===== src/rtl/pearson_hash_nbyte_pkg.sv =====
// Shared types and the Pearson permutation for the multi-lane hasher.
// The optional message-length output is enabled with PEARSON_MSG_LEN_EN.
package pearson_pkg;

  typedef logic [7:0] byte_t;

  typedef enum logic [0:0] {
    START  = 1'b0,
    ABSORB = 1'b1
  } state_t;

  // T[x] = (167*x + 13) mod 256; 167 is odd, so this is a bijection on bytes.
  function automatic byte_t pearson_t(input byte_t x);
    logic [15:0] p;
    p = 16'(x) * 16'd167 + 16'd13;
    return p[7:0];
  endfunction

endpackage


===== src/rtl/pearson_hash_nbyte_if.sv =====
// Byte-in / hash-out stream bundle. Both sides use valid/ready: a transfer
// happens on a rising edge where valid and ready are both high.
interface pearson_hash_nbyte_if #(
  parameter int HASH_BYTES = 4,
  parameter int LEN_W      = 16
);
  import pearson_pkg::*;

  logic                    in_valid;
  logic                    in_ready;
  byte_t                   in_data;
  logic                    in_last;
  logic                    out_valid;
  logic                    out_ready;
  logic [8*HASH_BYTES-1:0] out_hash;
`ifdef PEARSON_MSG_LEN_EN
  logic [LEN_W-1:0]        out_len;
`endif

  modport slave (
    input  in_valid, in_data, in_last, out_ready,
    output in_ready, out_valid, out_hash
`ifdef PEARSON_MSG_LEN_EN
    , output out_len
`endif
  );

  modport master (
    output in_valid, in_data, in_last, out_ready,
    input  in_ready, out_valid, out_hash
`ifdef PEARSON_MSG_LEN_EN
    , input out_len
`endif
  );

endinterface


===== src/rtl/pearson_hash_nbyte_lane.sv =====
// One 8-bit Pearson lane: register, seed/feedback select and table lookup.
// h_next is the value the lane takes if the current byte is accepted.
module pearson_lane
  import pearson_pkg::*;
#(
  parameter byte_t SEED = 8'h00
) (
  input  logic  clock,
  input  logic  reset,
  input  logic  load,
  input  logic  first,
  input  byte_t c,
  output byte_t h_next
);

  byte_t h;

  assign h_next = pearson_t((first ? SEED : h) ^ c);

  always_ff @(posedge clock) begin
    if (reset) begin
      h <= '0;
    end else if (load) begin
      h <= h_next;
    end
  end

endmodule


===== src/rtl/pearson_hash_nbyte.sv =====
// HASH_BYTES-lane Pearson hasher, one byte per cycle, registered hash output.
// Define PEARSON_MSG_LEN_EN to add a saturating message-length output.
module pearson_hash_nbyte
  import pearson_pkg::*;
#(
  parameter int HASH_BYTES = 4,
  parameter int LEN_W      = 16
) (
  input  logic                   clock,
  input  logic                   reset,
  input  logic                   enable,
  input  logic                   init,
  pearson_hash_nbyte_if.slave    bus,
  output state_t                 state_dbg
);

  localparam logic [0:0] S_START  = 1'b0;
  localparam logic [0:0] S_ABSORB = 1'b1;
  localparam int         W        = 8 * HASH_BYTES;

  logic [0:0]   state_q;
  logic         accept;
  logic         first;
  logic [W-1:0] hash_next;

  assign bus.in_ready = enable & ~reset & (~bus.out_valid | bus.out_ready);
  assign accept       = bus.in_valid & bus.in_ready;
  // An init coinciding with an accepted byte restarts the message on that byte.
  assign first        = (state_q == S_START) | init;
  assign state_dbg    = state_t'(state_q);

  for (genvar j = 0; j < HASH_BYTES; j++) begin : g_lane
    pearson_lane #(.SEED(byte_t'(j))) u_lane (
      .clock  (clock),
      .reset  (reset),
      .load   (accept),
      .first  (first),
      .c      (bus.in_data),
      .h_next (hash_next[8*j +: 8])
    );
  end

  always_ff @(posedge clock) begin
    if (reset) begin
      state_q <= S_START;
    end else if (accept) begin
      state_q <= bus.in_last ? S_START : S_ABSORB;
    end else if (enable && init) begin
      state_q <= S_START;
    end
  end

  // A held output is only released by a consumer transfer while enabled.
  always_ff @(posedge clock) begin
    if (reset) begin
      bus.out_valid <= 1'b0;
      bus.out_hash  <= '0;
    end else if (accept && bus.in_last) begin
      bus.out_valid <= 1'b1;
      bus.out_hash  <= hash_next;
    end else if (enable && bus.out_valid && bus.out_ready) begin
      bus.out_valid <= 1'b0;
    end
  end

`ifdef PEARSON_MSG_LEN_EN
  logic [LEN_W-1:0] len_q;
  logic [LEN_W-1:0] len_next;

  always_comb begin
    len_next = len_q;
    if (first) begin
      len_next = LEN_W'(1);
    end else if (!(&len_q)) begin
      len_next = len_q + LEN_W'(1);
    end
  end

  always_ff @(posedge clock) begin
    if (reset) begin
      len_q       <= '0;
      bus.out_len <= '0;
    end else begin
      if (accept) begin
        len_q <= len_next;
      end else if (enable && init) begin
        len_q <= '0;
      end
      if (accept && bus.in_last) begin
        bus.out_len <= len_next;
      end
    end
  end
`endif

endmodule


===== src/flat_wrapper.sv =====
// flat-port wrapper written by rule: the top's interface ports become plain ports
module pearson_hash_nbyte_flat import pearson_pkg::*;
#(
  parameter int HASH_BYTES = 4,
  parameter int LEN_W      = 16
)
  (clock, reset, enable, init, state_dbg, bus_in_valid, bus_in_data, bus_in_last, bus_out_ready, bus_in_ready, bus_out_valid, bus_out_hash);
  pearson_hash_nbyte_if #(.HASH_BYTES(HASH_BYTES), .LEN_W(LEN_W)) bus_i ();
  input  logic clock;
  input  logic reset;
  input  logic enable;
  input  logic init;
  output state_t state_dbg;
  input wire logic [$bits(bus_i.in_valid)-1:0] bus_in_valid;
  input wire logic [$bits(bus_i.in_data)-1:0] bus_in_data;
  input wire logic [$bits(bus_i.in_last)-1:0] bus_in_last;
  input wire logic [$bits(bus_i.out_ready)-1:0] bus_out_ready;
  output wire logic [$bits(bus_i.in_ready)-1:0] bus_in_ready;
  output wire logic [$bits(bus_i.out_valid)-1:0] bus_out_valid;
  output wire logic [$bits(bus_i.out_hash)-1:0] bus_out_hash;
  assign bus_i.in_valid = bus_in_valid;
  assign bus_i.in_data = bus_in_data;
  assign bus_i.in_last = bus_in_last;
  assign bus_i.out_ready = bus_out_ready;
  assign bus_in_ready = bus_i.in_ready;
  assign bus_out_valid = bus_i.out_valid;
  assign bus_out_hash = bus_i.out_hash;
  pearson_hash_nbyte #(.HASH_BYTES(HASH_BYTES), .LEN_W(LEN_W)) u_core (.clock(clock), .reset(reset), .enable(enable), .init(init), .bus(bus_i), .state_dbg(state_dbg));
endmodule

===== config.mk =====
export PLATFORM = sky130hd
export DESIGN_NAME = pearson_hash_nbyte_flat
export DESIGN_NICKNAME = d
export VERILOG_FILES = /design/src/rtl/pearson_hash_nbyte_pkg.sv /design/src/rtl/pearson_hash_nbyte_if.sv /design/src/rtl/pearson_hash_nbyte_lane.sv /design/src/rtl/pearson_hash_nbyte.sv /design/src/flat_wrapper.sv
export SDC_FILE = /design/constraint.sdc
export NUM_CORES = 1
export LEC_CHECK = 0
export ABC_CLOCK_PERIOD_IN_PS = 12800
export CELL_PAD_IN_SITES_DETAIL_PLACEMENT = 0
export CELL_PAD_IN_SITES_GLOBAL_PLACEMENT = 1
export CORE_ASPECT_RATIO = 1.25
export CORE_UTILIZATION = 48
export DETAILED_ROUTE_END_ITERATION = 16
export PLACE_DENSITY = 0.88
export REMOVE_ABC_BUFFERS = 1
export SLEW_MARGIN = 25
export SYNTH_ARGS = -nofsm -noshare
export SYNTH_HDL_FRONTEND = slang
export SYNTH_SLANG_ARGS = --single-unit
export TNS_END_PERCENT = 100

===== constraint.sdc =====
create_clock -name clock -period 12.8 [get_ports clock]
set_input_delay 1.92 -clock clock [delete_from_list [all_inputs] [get_ports clock]]
set_output_delay 1.92 -clock clock [all_outputs]
set_load 0.005 [all_outputs]

==> results of run 1 <==
## state kept, by name, summed over array words and instances, names as in the netlist
name	flops
u_core.bus.out_hash	32
u_core.bus.out_valid	1
u_core.state_dbg	1
u_core.g_lane.u_lane.h	32
## metal layers
layer  vias to the layer above  GRT usage
met2                        85      0.384
met1                      1890      0.291
met5                         -          0
met4                         0     0.0868
li1                       2001          -
met3                        19     0.0272
## worst reg2reg max path, cell delays in order, from the launching register on
cell and delay [ns]:
dfxtp_1 0.43, nor2b_1 0.38, buf_4 0.30, nand2_1 0.11, xor2_1 0.40, xor2_1 0.14, ha_1 0.20, o21bai_1 0.15
ha_1 0.29, ha_1 0.27, inv_1 0.05, fa_1 0.54, inv_1 0.05, ha_1 0.33, a31oi_1 0.23, o21ai_0 0.14
xnor3_1 0.40, o21ai_1 0.07
## cells by family after synthesis
logic type,count (synthesis),share of synthesized area
xor gates and xnor gates,83,0.183
adders and majority gates,102,0.273
AOI/OAI and AO/OA,67,0.0705
buffers and inverters,116,0.0888
and+or+nand+nor,166,0.136
DFF,66,0.248
## per-stage QoR
stage	power (mW)	area, sq um	util	instances	setup WS (ns)
4_1_cts	0.967	6150	0.574	772	6.55
6_report	0.956	6150	0.574	772	6.55
2_1_floorplan	0.608	5180	-	571	6.74
3_5_place_dp	0.723	5870	0.547	756	6.23
3_3_place_gp	0.709	5870	0.547	756	6.45
5_1_grt	1.03	6150	0.574	772	6.13
## final cells by class
class                      count  area, sq um
fill                         976         4570
multi-input combinational    418         3530
sequential                    66         1320
timing repair buffer          53          520
inverter                      87          327
clock buffer                  14          274
tap                          132          165
clock inverter                 2         10.0
## power by group
part	leakage (nW)	switching, mW	internal, mW	total (mW)
Clock	0.143	0.0882	0.146	0.235
Combinational	2.23	0.231	0.230	0.461
Sequential	0.538	0.0228	0.237	0.260
Total	2.91	0.342	0.614	0.956
## worst max-delay path by stage
stage / slack, ns / endpoint / cells after the start / startpoint
final: 6.55 / u_core.g_lane[1].u_lane.h[7]$_SDFFE_PP0P_ / 18 / init
after detailed placement: 6.23 / u_core.g_lane[1].u_lane.h[7]$_SDFFE_PP0P_ / 18 / init
after global routing: 6.13 / u_core.g_lane[1].u_lane.h[7]$_SDFFE_PP0P_ / 18 / init
after CTS: 6.55 / u_core.g_lane[1].u_lane.h[7]$_SDFFE_PP0P_ / 18 / init
after global placement: 6.45 / u_core.bus.out_hash[31]$_SDFFE_PP0P_ / 16 / init
after floorplan: 6.74 / u_core.g_lane[0].u_lane.h[7]$_SDFFE_PP0P_ / 16 / init
## Yosys cell counts (all sizes together), types with 15 or more instances
master,count
nor2,17
dfxtp,66
ha,78
nand3,54
xnor2,55
nand2,82
fa,24
inv,87
o21ai,35
buf,15
==> impl_metrics.json, run 1 <==
{
  "drcViolationCount": 0,
  "grt_pass1_vias": 4008,
  "max_slew_margin": 0.288,
  "timing.fmax_mhz": 160,
  "critPathCaptureType": "register",
  "worst_slew_pin_slew_ns": 1.07,
  "wl_met2_mm": 5.77,
  "start_util": 0.497,
  "crit_top_cell": "ha_1",
  "worstHoldPathCells": 2,
  "path_clk_slew_ns": 0.05,
  "wire_per_inst_um": 15.2,
  "cts_buffers": 9,
  "critPathSlowestCell": "fa_1",
  "routed.top_layer": "met4",
  "crit_fanout": 19,
  "synthCells": 600,
  "crit_required_ns": 12.98,
  "ys_warn_count": 0,
  "postCtsSetupBuffers": 0,
  "rows": 42,
  "rsz0062_at_grt": "no",
  "holdWs_ns": 0.454,
  "reg2reg_depth": 17,
  "layout_common_cells": "inv_1 (86), nand2_1 (82), ha_1 (78)",
  "cts-resized-gates": 0,
  "hp-start": "u_core.bus.out_hash[3]$_SDFFE_PP0P_",
  "fin_setup_tns_ns": 0,
  "ys.flop_type": "dfxtp_1",
  "path_buf_inv": 4,
  "drt-met1-wl_mm": 5.22,
  "die_w_um": 96.2,
  "hpwl_mm": 8.58,
  "period_minus_slack_ns": 6.25,
  "p_per_area_mw_per_mm2": 155,
  "dr_wl_met3_um": 486,
  "synth_top_area_frac": 0.248,
  "yosys.area.top_type": "dfxtp_1",
  "grt_overflow_total": 0,
  "reg2reg_setup_slack_ns": 8.18,
  "synth_area_per_cell_sq_um": 8.88,
  "drt-vias-per-instance": 5.17,
  "grt_pass1_wl_mm": 19.5,
  "synth_cell_types": 36,
  "drt_iter0_drc": 157,
  "synth_seq_cells": 66,
  "num_vias": 3995,
  "r2r_start": "u_core.state_dbg$_SDFFE_PP0P_",
  "dieArea_sq_mm": 0.0115,
  "async_flop_share": 0,
  "cpPeakStageDelay_ns": 0.53,
  "synth.area.top_cells": "dfxtp_1 (25%), ha_1 (18%), fa_1 (9.0%), xnor2_1 (8.7%), inv_1 (6.1%)",
  "final_common_cell": "inv_1",
  "clock-sinks": 66,
  "status": "finished clean",
  "start_kind": "input pin",
  "cts_tree": "done",
  "crit_family": "adder cells",
  "ctsHtreeMaxLevel": 3,
  "core_sq_mm": 0.0107,
  "reg2reg_to": "u_core.g_lane[1].u_lane.h[7]$_SDFFE_PP0P_",
  "crit_chain": "clkdlybuf4s50_1 -> nor2b_1 -> buf_4 -> nand2_1 -> xor2_1 -> xor2_1 -> ha_1 -> o21bai_1 -> ha_1 -> ha_1 -> inv_1 -> fa_1 -> inv_1 -> ha_1 -> a31oi_1 -> o21ai_0 -> xnor3_1 -> o21ai_1",
  "p_leak_nw": 2.91,
  "cts_max_path_buffers": 2,
  "worst-setup-path-type": "in2reg",
  "hold_buffers": 0,
  "grt_max_degree": 55,
  "ios": 50,
  "gp_congestion": 0.786,
  "final-setup-viol-count": 0,
  "ctsRootBufferMaster": "clkbuf_16",
  "die-height_um": 120,
  "area_growth_pct": 15.5,
  "max_cap_viol_count": 0,
  "insertion_delay_ns": 0.33,
  "antenna_found_initial": 0,
  "dr.pass1.iters": 4,
  "drv_slew": 0,
  "hold_path_class": "reg2reg",
  "wirelength_mm": 11.7,
  "drive_above_1_share": 0.0375,
  "ys_seq_area_frac": 0.248,
  "antenna_cells": 0,
  "portBuffers": 49,
  "layout.nets": 752,
  "hold_viol_final": 0,
  "cp.arrival_ns": 6.44,
  "min_to": "u_core.bus.out_hash[3]$_SDFFE_PP0P_",
  "fin_crit_sh": 0.489,
  "synth_edf_count": 0,
  "syn_area_sq_mm": 0.00533,
  "track_usage": 0.227,
  "vdd_ir_drop_max_v": 0.0000741,
  "finalClockSkew_ns": 0.00575,
  "postRouteAntennaNets": 0
}
Note: power is estimated with default switching activity, not from simulation.
==> run 2, diff against run 1 <==
ABC_CLOCK_PERIOD_IN_PS = 6040   (was 12800)
CORE_UTILIZATION = 45   (was 48)
PLACE_DENSITY = 0.83   (was 0.88)
clock period = 6.04 ns   (was 12.8 ns; I/O delays follow)
==> impl_metrics.json, run 2 (synthesis results as in run 1) <==
{
  "ios": 50,
  "die_w_um": 99.3,
  "reg2reg_to": "u_core.bus.out_hash[15]$_SDFFE_PP0P_",
  "track_usage": 0.210,
  "postCtsSetupBuffers": 0,
  "max_slew_margin": 0.328,
  "ctsHtreeMaxLevel": 3,
  "fin_crit_sh": 0.834,
  "drcViolationCount": 1,
  "vdd_ir_drop_max_v": 0.000145,
  "max_cap_viol_count": 0,
  "grt_max_degree": 55,
  "grt_overflow_total": 0,
  "hold_buffers": 0,
  "top_usage_layer": "met2",
  "num_vias": 3983,
  "violations": "design-rule violations",
  "biggestRegsByFlops": "u_core.bus.out_hash: 32 flops, u_core.g_lane.u_lane.h: 32 flops",
  "layout.nets": 755,
  "rsz0062_at_grt": "no",
  "rows": 44,
  "worst-setup-path-type": "in2reg",
  "layout_common_cells": "inv_1 (86), nand2_1 (82), ha_1 (78)",
  "crit_required_ns": 6.25,
  "antenna_found_initial": 0,
  "drv_slew": 0,
  "cp.arrival_ns": 5.25,
  "hold_path_class": "reg2reg",
  "ctsRootBufferMaster": "clkbuf_16",
  "dr.pass1.iters": 10,
  "met3_usage": 0.0314,
  "worst_slew_pin_slew_ns": 1.01,
  "reg2reg_setup_slack_ns": 1.71,
  "period_minus_slack_ns": 5.04,
  "p_per_area_mw_per_mm2": 328,
  "dp.cells": 765,
  "drt_iter0_drc": 125,
  "use_met2": 0.382,
  "fin_cells": 781,
  "postLayoutCoreUtil": 0.536,
  "postRouteAntennaNets": 0,
  "timing.fmax_mhz": 199,
  "die-height_um": 124,
  "reg2reg_depth": 17,
  "hpwl_mm": 8.55,
  "r2r_start": "u_core.state_dbg$_SDFFE_PP0P_",
  "cts-resized-gates": 0,
  "holdWs_ns": 0.450,
  "grt_pass1_wl_mm": 19.6,
  "core_sq_mm": 0.0116,
  "status": "finished with violations",
  "clock-sinks": 66,
  "insertion_delay_ns": 0.34,
  "critPathCapture": "u_core.g_lane[3].u_lane.h[7]$_SDFFE_PP0P_",
  "dp_slack_ns": 0.676,
  "finalClockSkew_ns": 0.00544,
  "final.setup.worst_slack_ns": 1.00,
  "cts_buffers": 9,
  "grt.met1_usage": 0.252,
  "fillers": 1100,
  "gp_congestion": 0.792,
  "path_clk_slew_ns": 0.06,
  "wire_per_inst_um": 15.3,
  "start_kind": "input pin",
  "crit_fanout": 6,
  "p_leak_nw": 2.91,
  "drive_above_1_share": 0.0451,
  "startpoint": "init",
  "start_util": 0.461,
  "hp-start": "u_core.bus.out_hash[26]$_SDFFE_PP0P_",
  "wirelength_mm": 11.9,
  "cts_tree": "done",
  "dieArea_sq_mm": 0.0123,
  "critPathCaptureType": "register",
  "regArea_sq_mm": 0.00132,
  "multi_input_area_sq_mm": 0.00353,
  "grt_pass1_vias": 4177,
  "final_common_cell": "inv_1",
  "fin_setup_tns_ns": 0,
  "drt-vias-per-instance": 5.10,
  "final-setup-viol-count": 0,
  "cts_max_path_buffers": 2,
  "antenna_cells": 0,
  "hold_viol_final": 0,
  "portBuffers": 49,
  "area_growth_pct": 16.4
}
run 2: critical path: stages:
cell,delay (ns)
clkdlybuf4s50_1,0.48
nand2b_1,0.33
nor2_1,0.19
xor2_1,0.35
inv_1,0.18
xnor2_1,0.17
ha_1,0.18
o21bai_1,0.16
ha_1,0.30
ha_1,0.30
fa_1,0.49
ha_1,0.35
a31oi_1,0.24
o21ai_0,0.15
xnor3_1,0.41
o21ai_1,0.06
run 2: worst min-delay path by stage:
stage                                                      endpoint  slack (ns)  cells past startpoint
final                          u_core.bus.out_hash[26]$_SDFFE_PP0P_        0.45                      2
after global routing           u_core.bus.out_hash[11]$_SDFFE_PP0P_        0.48                      2
after CTS                      u_core.bus.out_hash[26]$_SDFFE_PP0P_        0.45                      2
after detailed placement       u_core.bus.out_hash[30]$_SDFFE_PP0P_        0.44                      2
after global placement         u_core.bus.out_hash[19]$_SDFFE_PP0P_        0.44                      2
after floorplan           u_core.g_lane[3].u_lane.h[1]$_SDFFE_PP0P_        0.43                      2
run 2: report_power, final:
group | switching, mW | internal (mW) | total (mW)
registers | 0.0463 | 0.502 | 0.549
clock network | 0.209 | 0.318 | 0.527
logic | 0.469 | 0.488 | 0.957
total | 0.724 | 1.31 | 2.03
run 2: area by class of cell:
type	count	area share
repair buffers	56	0.0888
clock buffers	9	0.0363
multi-input cells	418	0.570
flip-flops and latches	66	0.213
clock inverters	7	0.0113
inverters	87	0.0527
well taps	138	0.0279
run 2: metal layers:
metal,share of wire,up-vias
met1,0.43,1900
li1,-,2004
met5,0,-
met2,0.51,63
met3,0.032,16
met4,0.020,0
run 2: metrics by stage:
step | cell area [sq um] | total power, mW
3_5_place_dp | 5900 | 1.52
2_1_floorplan | 5180 | 1.29
5_1_grt | 6200 | 2.20
6_report | 6200 | 2.03
4_1_cts | 6200 | 2.06
3_3_place_gp | 5890 | 1.49
